$ cat src/rtl/core_mmu_arbiter.sv
// core_mmu_arbiter: round-robin share of the MMU page-walk port between
// insn fetch and data access; per-port pending slots, fault copy.
// Ports: clk, rst (async, active-high); insn_* fetch port; data_* data
// port; pw_* walker port; fault_* registered copy of the last fault.
module core_mmu_arbiter (
  input  logic        clk,
  input  logic        rst,
  input  logic        insn_start,
  input  logic [29:0] insn_addr,
  output logic        insn_ready,
  output logic        insn_fault,
  output logic [31:0] insn_data_rd,
  input  logic        data_start,
  input  logic [29:0] data_addr,
  input  logic        data_write,
  input  logic [31:0] data_data_wr,
  input  logic [3:0]  data_data_be,
  output logic        data_ready,
  output logic        data_fault,
  output logic [31:0] data_data_rd,
  output logic        pw_start,
  output logic [29:0] pw_addr,
  output logic        pw_write,
  output logic [31:0] pw_data_wr,
  output logic [3:0]  pw_data_be,
  input  logic        pw_ready,
  input  logic        pw_fault,
  input  logic        pw_fault_page,
  input  logic [31:0] pw_data_rd,
  input  logic [29:0] pw_fault_addr,
  input  logic [3:0]  pw_fault_type,
  input  logic [3:0]  pw_fault_domain,
  output logic        fault_insn,
  output logic        fault_page,
  output logic [29:0] fault_addr,
  output logic [3:0]  fault_type,
  output logic [3:0]  fault_domain
);

  typedef enum logic [1:0] {
    IDLE   = 2'd0,
    BUSY_I = 2'd1,
    BUSY_D = 2'd2
  } state_t;

  state_t state, state_nx;

  logic        last_d;
  logic        ins_pend;
  logic [29:0] ins_addr;
  logic        dat_pend;
  logic [29:0] dat_addr;
  logic        dat_write;
  logic [31:0] dat_wr;
  logic [3:0]  dat_be;

  logic busy_i, busy_d, done, can_grant;
  logic ins_take, dat_take, ins_req, dat_req;
  logic grant_i, grant_d;

  logic [29:0] ins_src_addr;
  logic [29:0] dat_src_addr;
  logic        dat_src_write;
  logic [31:0] dat_src_wr;
  logic [3:0]  dat_src_be;

  assign busy_i    = (state == BUSY_I);
  assign busy_d    = (state == BUSY_D);
  assign done      = pw_ready & (busy_i | busy_d);
  assign can_grant = (state == IDLE) | done;

  // A port's slot is free when nothing is pending and it does not own
  // an unfinished walk; a ready this cycle frees the owning port.
  assign ins_take = insn_start & ~ins_pend & ~(busy_i & ~pw_ready);
  assign dat_take = data_start & ~dat_pend & ~(busy_d & ~pw_ready);
  assign ins_req  = ins_pend | ins_take;
  assign dat_req  = dat_pend | dat_take;

  // Same-cycle starts bypass the slot registers.
  assign ins_src_addr  = ins_pend ? ins_addr  : insn_addr;
  assign dat_src_addr  = dat_pend ? dat_addr  : data_addr;
  assign dat_src_write = dat_pend ? dat_write : data_write;
  assign dat_src_wr    = dat_pend ? dat_wr    : data_data_wr;
  assign dat_src_be    = dat_pend ? dat_be    : data_data_be;

  always_ff @(posedge clk or posedge rst) begin
    if (rst) state <= IDLE;
    else     state <= state_nx;
  end

  // Completion hands the walker straight to the next pending port.
  always_comb begin
    state_nx = state;
    grant_i  = 1'b0;
    grant_d  = 1'b0;
    if (can_grant) begin
      if (ins_req && dat_req) begin
        grant_i = last_d;
        grant_d = ~last_d;
      end else begin
        grant_i = ins_req;
        grant_d = dat_req;
      end
      if (grant_i)      state_nx = BUSY_I;
      else if (grant_d) state_nx = BUSY_D;
      else              state_nx = IDLE;
    end
  end

  always_ff @(posedge clk or posedge rst) begin
    if (rst) begin
      ins_pend  <= 1'b0;
      ins_addr  <= '0;
      dat_pend  <= 1'b0;
      dat_addr  <= '0;
      dat_write <= 1'b0;
      dat_wr    <= '0;
      dat_be    <= '0;
      last_d    <= 1'b0;
    end else begin
      ins_pend <= ins_req & ~grant_i;
      dat_pend <= dat_req & ~grant_d;
      if (ins_take) ins_addr <= insn_addr;
      if (dat_take) begin
        dat_addr  <= data_addr;
        dat_write <= data_write;
        dat_wr    <= data_data_wr;
        dat_be    <= data_data_be;
      end
      if (grant_i) last_d <= 1'b0;
      if (grant_d) last_d <= 1'b1;
    end
  end

  always_ff @(posedge clk or posedge rst) begin
    if (rst) begin
      pw_start   <= 1'b0;
      pw_addr    <= '0;
      pw_write   <= 1'b0;
      pw_data_wr <= '0;
      pw_data_be <= '0;
    end else begin
      pw_start <= grant_i | grant_d;
      if (grant_i) begin
        pw_addr    <= ins_src_addr;
        pw_write   <= 1'b0;
        pw_data_be <= 4'hF;
      end else if (grant_d) begin
        pw_addr    <= dat_src_addr;
        pw_write   <= dat_src_write;
        pw_data_wr <= dat_src_wr;
        pw_data_be <= dat_src_be;
      end else if (done) begin
        pw_write <= 1'b0;
      end
    end
  end

  always_ff @(posedge clk or posedge rst) begin
    if (rst) begin
      fault_insn   <= 1'b0;
      fault_page   <= 1'b0;
      fault_addr   <= '0;
      fault_type   <= '0;
      fault_domain <= '0;
    end else if (done && pw_fault) begin
      fault_insn   <= busy_i;
      fault_page   <= pw_fault_page;
      fault_addr   <= pw_fault_addr;
      fault_type   <= pw_fault_type;
      fault_domain <= pw_fault_domain;
    end
  end

  assign insn_ready   = pw_ready & busy_i;
  assign insn_fault   = pw_fault & busy_i;
  assign data_ready   = pw_ready & busy_d;
  assign data_fault   = pw_fault & busy_d;
  assign insn_data_rd = pw_data_rd;
  assign data_data_rd = pw_data_rd;

endmodule

$ cat config.mk
export PLATFORM = sky130hd
export DESIGN_NAME = core_mmu_arbiter
export DESIGN_NICKNAME = d
export VERILOG_FILES = /design/src/rtl/core_mmu_arbiter.sv
export SDC_FILE = /design/constraint.sdc
export NUM_CORES = 1
export LEC_CHECK = 0
export CAP_MARGIN = 40
export CORE_AREA = 2 2 135 137
export CTS_BUF_LIST = sky130_fd_sc_hd__clkbuf_4 sky130_fd_sc_hd__clkbuf_8
export DETAILED_ROUTE_END_ITERATION = 10
export DIE_AREA = 0 0 137 139
export DONT_BUFFER_PORTS = 1
export PLACE_DENSITY = 0.71
export REMOVE_ABC_BUFFERS = 1
export SLEW_MARGIN = 5
export SYNTH_ARGS = -nofsm -noshare
export SYNTH_HDL_FRONTEND = slang
export SYNTH_SLANG_ARGS = --single-unit
$ cat constraint.sdc
create_clock -name clk -period 8.7 [get_ports clk]
set_input_delay 1.305 -clock clk [delete_from_list [all_inputs] [get_ports clk]]
set_output_delay 1.305 -clock clk [all_outputs]
set_load 0.02 [all_outputs]
==> results by stage, run 1 <==
Global routing:
- The via count of the first global-routing pass is around 6200.
- The initial antenna violation count is 0.
- The pin count of the biggest net entering global routing is between 100 and 150.
- The first-pass GRT wire length is approximately 36000 um.
- The total overflow left after global routing is 0.
- The total routing usage reported by global routing is about a quarter.

Final layout:
- The area added between synthesis and finish is 6.93%.
- The post-layout instance count excluding filler cells is approximately 920.
- The final-stage net count is 841.
- The total inserted antenna cells is 0.
- The core occupancy in the finished layout is between 50% and 60%.
- The share of post-route cells with drive strength above 1 is 46.1%.

Floorplan:
- Once the floorplan was initialized, standard cells occupied 55.8% of the core.
- The area of the core region is around 18000 um^2.
- The die area is roughly 19000 um^2.
- The number of placement rows is 49.
- The die outline height is approximately 140 um.
- The overall die width is 137 um.
- In this run the count of I/O pins placed on the die edge is between 300 and 400.

Setup path:
- Measured in cells, the most critical reg-to-reg path has a length of 7.
- The kind of launch point of the worst setup path is a register.
- The endpoint arrival time on the critical path is roughly 1600 ps.
- STA classifies the critical path endpoint as an output port.
- The path type of the worst setup path is register to output port.
- The data required time at the worst endpoint is 7390 ps.
- In this run the worst path has a maximum fanout of 5.

STA:
- The number of max-slew violations in the final report is 0.
- The minimum clock period is 2860 ps.
- At the pin with the least slew margin, the transition time is 636 ps.
- The final-layout setup total negative slack is 0 ps.
- The final clock period utilization by the worst path is about 33%.
- The worst hold margin is between 400 and 500 ps.
- The count of endpoints failing hold in the final timing report is 0.
- Setup repair after global routing left no endpoint under its margin.
- The number of failing setup endpoints in the final timing report is 0.
- Across the routed clock network, the largest skew measured is roughly 17 ps.
- Static timing analysis puts the maximum clock frequency at about 0.35 GHz.
- Headroom to the max-slew limit came out at a little under three fifths.

CTS:
- The clock insertion delay at the later pin of the skew report is 500 ps.
- The number of buffers inserted to repair setup after CTS is 0.
- TritonCTS built the clock tree.
- The number of instances resized during post-cts repair is 0.
- The post-cts hold buffer count is 0.
- The H-tree depth is 2.
- The root buffer selected by CTS is sky130_fd_sc_hd__clkbuf_8.
- The number of buffers between clock root and the deepest sink is 3.
- The clock transition at the registers of the reported paths is around 50 ps.
- The total clock buffers created by CTS is 36.
- The clock drives 210 sinks.

Yosys:
- Yosys mapped the design onto 30 distinct sky130hd cell types.
- The number of register bits inferred by synthesis is between 200 and 250.
- Sorting the synthesized cells by area gives the leading types as sky130_fd_sc_hd__dfrtp_1 53%, sky130_fd_sc_hd__mux2_2 26%, sky130_fd_sc_hd__buf_4 4.9%, sky130_fd_sc_hd__mux2i_1 3.6%, sky130_fd_sc_hd__o2111ai_1 2.7%.
- The area share of the largest cell type after synthesis is a little over half.
- After synthesis, the most frequently instantiated cells are 230 x sky130_fd_sc_hd__mux2_2, 210 x sky130_fd_sc_hd__dfrtp_1, 64 x sky130_fd_sc_hd__buf_4, 35 x sky130_fd_sc_hd__mux2i_1, 34 x sky130_fd_sc_hd__inv_1.
- The predominant post-synthesis flop cell is sky130_fd_sc_hd__dfrtp_1.
- During synthesis, Yosys emitted a total of 0 warnings.
- The post-synthesis area per instance is 13.7 um^2.
- The synthesized design contains 0 enable-type register cells.
- Sequential cells were found to cover a little over half of the synthesized design area.
- The post-synthesis instance total is 721.
- sky130_fd_sc_hd__dfrtp_1 takes more of the synthesized area than any other cell.
- sky130_fd_sc_hd__mux2_2 is the most common cell in the netlist.
- Counting flops with an async set or reset pin after synthesis yields a share of between 90% and 100%.
- The synthesized netlist occupies a cell area of around 9800 um^2.

Min path:
- The path class of the lowest-slack min-delay path is register to register.
- Along the worst hold path, the cell count comes to 1.

Drt:
- The detail-routed via count per cell is slightly above 6.
- Wires add up to approximately 24000 um.
- The total iterations of the first detailed-routing run is 4.
- Dividing the detail-routed wire length by the instance count gives roughly 26 um.
- After detailed routing, the number of remaining DRC violations is 0.
- The via count is 5640.
- The first routing iteration left between 200 and 300 violations.
- Once detail routing completed, the nets flagged for antenna violations numbered 0.

Placement:
- Once placement completed, the tool counted placed cells totaling between 800 and 900.
- The count of port buffers added during placement is 0.
- The final weighted congestion of routability-driven global placement is between 0.7 and 0.8.
- Once detailed placement completed, the half-perimeter wirelength came to 16900 um.

Run status:
- The flow ran to the end, and the final reports show no timing, DRC or antenna violations.

Power:
- Power spread over the standard cell area amounts to 198 nW/um^2.
- The maximum vdd drop is roughly 0.16 mV.
- In this run the static leakage power is between 0.005 and 0.006 uW.

Run:
- The number of maximum-capacitance violations is 0.
==> worst paths after layout <==
path / from / endpoint / slack (ps)
setup / recovery: state[1]$_DFFE_PP0P_ / insn_fault / 5840
min in group asynchronous: rst / fault_addr[2]$_DFFE_PP0P_ / 550
hold reg to reg: ins_addr[6]$_DFFE_PP0P_ / ins_addr[6]$_DFFE_PP0P_ / 500
max in group asynchronous: rst / pw_data_wr[4]$_DFFE_PP0P_ / 6640
hold / removal: ins_addr[6]$_DFFE_PP0P_ / ins_addr[6]$_DFFE_PP0P_ / 500
setup reg to reg: state[0]$_DFFE_PP0P_ / dat_wr[27]$_DFFE_PP0P_ / 6230
==> through the flow <==
stage	setup slack [ps]	area (um^2)	power (uW)
detailed placement	5560	9750	1190
CTS	5800	10500	2120
finish	5840	10500	2090
global placement	4970	9520	1180
global route	5770	10500	2180
floorplan	1660	9150	1160
==> per-layer routing <==
layer | up-vias | part of all wire [%] | global-route usage, %
li1 | 2437 | - | -
met3 | 42 | 16 | 17.0
met5 | - | 0.54 | 7.67
met4 | 4 | 1.9 | 7.22
met1 | 2843 | 37 | 29.9
met2 | 314 | 45 | 35.8
==> sequential cells by signal (all words and copies together), names as in the netlist, 2 cells and up <==
| signal | cells |
|---|---|
| dat_wr | 32 |
| pw_data_wr | 32 |
| dat_addr | 30 |
| fault_addr | 30 |
| ins_addr | 30 |
| pw_addr | 30 |
| dat_be | 4 |
| fault_domain | 4 |
| fault_type | 4 |
| pw_data_be | 4 |
| state | 2 |
==> worst max-delay path, stage by stage, from the launching register on <==
cell and delay (ps):
sky130_fd_sc_hd__dfrtp_1 380, sky130_fd_sc_hd__inv_1 100, sky130_fd_sc_hd__ha_1 290, sky130_fd_sc_hd__and2_1 280
==> cells in the final DEF, fill, tap and decap left out, types with 3 or more instances in the layout <==
cell / n
sky130_fd_sc_hd__a2bb2oi_1: 4
sky130_fd_sc_hd__and2_1: 5
sky130_fd_sc_hd__buf_16: 8
sky130_fd_sc_hd__buf_4: 7
sky130_fd_sc_hd__clkbuf_4: 9
sky130_fd_sc_hd__clkbuf_8: 48
sky130_fd_sc_hd__clkinv_2: 5
sky130_fd_sc_hd__dfrtp_1: 209
sky130_fd_sc_hd__ha_1: 3
sky130_fd_sc_hd__inv_1: 33
sky130_fd_sc_hd__mux2_2: 230
sky130_fd_sc_hd__mux2i_1: 35
sky130_fd_sc_hd__nand2_1: 3
sky130_fd_sc_hd__nand2b_1: 3
sky130_fd_sc_hd__o2111ai_1: 30
sky130_fd_sc_hd__o221ai_1: 30
==> where the power goes <==
group | switching (uW) | internal [uW]
Combinational | 49.7 | 72.4
Clock | 379 | 529
Sequential | 25.4 | 1030
Total | 454 | 1630
==> layout make-up <==
type / count / area, um^2
Clock buffer: 57 / 728
Timing Repair Buffer: 17 / 303
Sequential cell: 210 / 5260
Clock inverter: 5 / 25.0
Inverter: 34 / 135
Tap cell: 229 / 287
Multi-Input combinational cell: 365 / 3790
Fill cell: 1414 / 7130
==> kinds of logic (layout without fill, tap and decap cells) <==
| group | Yosys count | after routing | synth area share (%) |
|---|---|---|---|
| AND/OR/NAND/NOR | 18 | 18 | 1.05 |
| flip-flops | 210 | 210 | 53.4 |
| adder cells (fa/ha/maj) | 3 | 3 | 0.381 |
| multiplexers | 266 | 266 | 30.0 |
| buffers and inverters | 146 | 113 | 8.40 |
| AO/OA/AOI/OAI | 78 | 78 | 6.80 |
Note: power is estimated with default switching activity, not from simulation.
==> run 2: changes to the inputs <==
==> constraint.sdc (replaced) <==
create_clock -name clk -period 2.7 [get_ports clk]
set_input_delay 0.405 -clock clk [delete_from_list [all_inputs] [get_ports clk]]
set_output_delay 0.405 -clock clk [all_outputs]
set_load 0.02 [all_outputs]
==> run 2 against run 1 <==
  * Non-clock buffer count up 3
  * Largest cell class unchanged
  * Global-route usage fell by 0.11 points
  * Final area fell by 1.2%
  * Critical path type is now register to register
  * Highest routed layer unchanged
  * Die area unchanged
==> results by stage, run 2 (same netlist as run 1, synthesis figures left out) <==
Placement:
- The estimated wirelength of the detail-placed design is 16600 um (-1.8%).
- The final weighted congestion of routability-driven global placement is 0.777 (-2.4%).
- The instance count after placement with tap cells included is 857 (+0.35%).
- The count of port buffers added during placement came to 0 (unchanged).

Setup path:
- The data required time at the worst endpoint is 3030 ps (-4360 ps).
- STA classifies the critical path endpoint as a register.
- The depth of the worst register-to-register path was 6 (-1).
- The worst register-to-register path ends at state[1]$_DFFE_PP0P_.
- The beginning of the worst register-to-register path is state[0]$_DFFE_PP0P_.
- The highest fanout seen on the critical path is 32 (+27).
- STA classifies the critical path startpoint as a register.
- The endpoint arrival time on the critical path came to 2560 ps (+1000 ps).
- The worst setup path is of the register to register kind.
- The setup slack of the worst register-to-register path is 470 ps (-5760 ps).

Final layout:
- The count of filler cells inserted in the layout was 1421 (+0.50%).
- The area of the multi-input gates is 3790 um^2 (unchanged).
- The final-stage net count is 844 (+0.36%).
- The area of all sequential standard cells is 5260 um^2 (unchanged).
- The largest registers in the layout are dat_wr: 32 flops, pw_data_wr: 32 flops.
- The post-layout instance count excluding filler cells is 917 (unchanged).
- Compared with the post-synthesis result, the final layout area differs by 5.66%.
- The library cells used most frequently in the layout, excluding fill and tap cells, are 230 x sky130_fd_sc_hd__mux2_2, 209 x sky130_fd_sc_hd__dfrtp_1, 42 x sky130_fd_sc_hd__clkbuf_8.
- Leaving out fill and tap cells, the most frequent cell in the layout is sky130_fd_sc_hd__mux2_2.
- The share of post-route cells with drive strength above 1 is 45.9% (-0.15 points).
- The total inserted antenna cells is 0 (unchanged).

Min path:
- The endpoint of the worst hold path is ins_addr[20]$_DFFE_PP0P_.
- The worst hold path cell count is 1 (unchanged).
- The startpoint of the tightest hold check path is insn_addr[20].
- The path class of the lowest-slack min-delay path is input port to register.

CTS:
- The clock insertion delay at the later pin of the skew report is 510 ps (about the same).
- The total clock buffers created by CTS came to 36 (unchanged).
- The H-tree depth came to 2 (unchanged).
- The number of instances resized during post-cts repair was 0 (unchanged).
- The tree is rooted in a sky130_fd_sc_hd__clkbuf_8.
- TritonCTS built the clock tree.
- The clock net sink count is 210 (unchanged).
- The clock transition at the registers of the reported paths is 70 ps (+20 ps).
- The number of buffers between clock root and the deepest sink came to 3 (unchanged).

Drt:
- The total iterations of the first detailed-routing run was 5 (+1).
- The detail-routed via count per cell came to 6.30 (+2.4%).
- The via count came to 5774 (+2.4%).
- The number of DRC violations after detailed routing is 0 (unchanged).
- The total wirelength of the detailed-routed design is 23900 um (-0.21%).
- The number of violations reported at the end of detailed-routing iteration 0 is 181 (-32%).
- The routed length per placed instance came to 26.0 um (-0.21%).
- The antenna violation net count after detailed routing is 0 (unchanged).

STA:
- The count of endpoints failing hold in the final timing report is 0 (unchanged).
- The routed design could run at a clock period as short as 2230 ps.
- The headroom to the max-slew limit was 51.4% (-6.1 points).
- The setup clock skew after layout came to 28.0 ps (+11.4 ps).
- The number of failing setup endpoints in the final timing report is 0 (unchanged).
- The actual transition at the worst max-transition pin is 727 ps (+91.1 ps).
- The number of max-slew violations in the final report is 0 (unchanged).
- The final-layout setup total negative slack was 0 ps (unchanged).
- The final clock period utilization by the worst path is just over 80%.
- Setup repair after global routing left no endpoint under its margin.
- Timing would allow up to 0.449 GHz.
- The worst hold margin is 35.6 ps (-464 ps).

Run:
- The number of maximum-capacitance violations is 0 (unchanged).

Floorplan:
- The die outline height was 139 um (unchanged).
- The die area is 19000 um^2 (unchanged).
- The number of I/O pins is 350 (unchanged).
- The area of the core region is 17700 um^2 (unchanged).
- The number of placement rows was 49 (unchanged).
- The overall die width was 137 um (unchanged).
- The initial cell density of the core is 55.8% (unchanged).

Power:
- The overall power is 6590 uW (+220%).
- The leakage power is 0.00505 uW (-1.2%).
- The cell area power density is 633 nW/um^2 (+220%).
- The maximum vdd drop is 0.392 mV (+150%).

Global routing:
- The sum of overflow across all layers after global routing is 0 (unchanged).
- The first-pass GRT wire length was 36400 um (+0.13%).
- The via count of the first global-routing pass came to 6265 (+0.48%).
- The pin count of the biggest net entering global routing was 85 (-33%).
- The total routing usage reported by global routing was 24.9% (-0.11 points).
- The initial antenna violation count is 0 (unchanged).

Run status:
- The flow ran to the end, and the final reports show no timing, DRC or antenna violations.
==> run 2: changes by cell type in the layout (fill, tap and decap cells not counted) <==
cell                            change
sky130_fd_sc_hd__buf_12             +4
sky130_fd_sc_hd__buf_16             -7
sky130_fd_sc_hd__buf_4              +6
sky130_fd_sc_hd__buf_8              -1
sky130_fd_sc_hd__clkbuf_4           +4
sky130_fd_sc_hd__clkbuf_8           -6
sky130_fd_sc_hd__clkinv_2           -3
sky130_fd_sc_hd__clkinvlp_4         +2
sky130_fd_sc_hd__dlygate4sd3_1      +1
==> run 2: worst max-delay path by stage <==
stage	start	endpoint	slack, ps	cells after the start
6_report	state[0]$_DFFE_PP0P_	state[1]$_DFFE_PP0P_	470	6
5_1_grt	state[0]$_DFFE_PP0P_	state[1]$_DFFE_PP0P_	340	6
4_1_cts	state[0]$_DFFE_PP0P_	state[1]$_DFFE_PP0P_	470	6
3_5_place_dp	state[0]$_DFFE_PP0P_	state[1]$_DFFE_PP0P_	520	6
3_3_place_gp	state[0]$_DFFE_PP0P_	pw_addr[22]$_DFFE_PP0P_	530	5
2_1_floorplan	rst	dat_addr[0]$_DFFE_PP0P_	-3440	1
==> run 2: area by class of cell <==
class	count	share of cell area, %
clock buffer	55	6.50
timing repair buffer	20	2.21
multi-input combinational	365	36.4
inverter	34	1.30
tap	229	2.75
sequential	210	50.6
clock inverter	4	0.241
==> run 2: critical path, stage by stage (launching register included) <==
cell	delay (ps)
sky130_fd_sc_hd__dfrtp_1	360
sky130_fd_sc_hd__inv_1	80
sky130_fd_sc_hd__ha_1	360
sky130_fd_sc_hd__a21oi_1	530
sky130_fd_sc_hd__a211o_1	170
sky130_fd_sc_hd__buf_4	350
sky130_fd_sc_hd__o21ai_0	190
==> run 2: timing repair <==
item                                    4_1_cts  5_1_grt
setup buffers                                 0        0
endpoints found under the setup margin        0        0
endpoints found under the hold margin        79        0
hold buffers                                  1        0
==> run 2: metal layers <==
metal	up-vias	wire length [um]	GRT usage, %
li1	2442	-	-
met1	2961	9050	30.5
met2	310	10400	34.6
met3	57	3780	17.3
met4	4	511	7.33
met5	-	125	7.41
==> run 2: power by group <==
group / total [uW] / switching [uW] / internal, uW
clock: 2800 / 1210 / 1580
combinational: 389 / 156 / 233
sequential: 3400 / 81.1 / 3320
==> run 2: stage by stage <==
stage,util (%),area (um^2),setup WS (ps)
2_1_floorplan,-,9150,-3440
3_3_place_gp,54.5,9630,527
3_5_place_dp,54.9,9690,522
4_1_cts,58.9,10400,467
5_1_grt,58.9,10400,341
6_report,58.9,10400,474
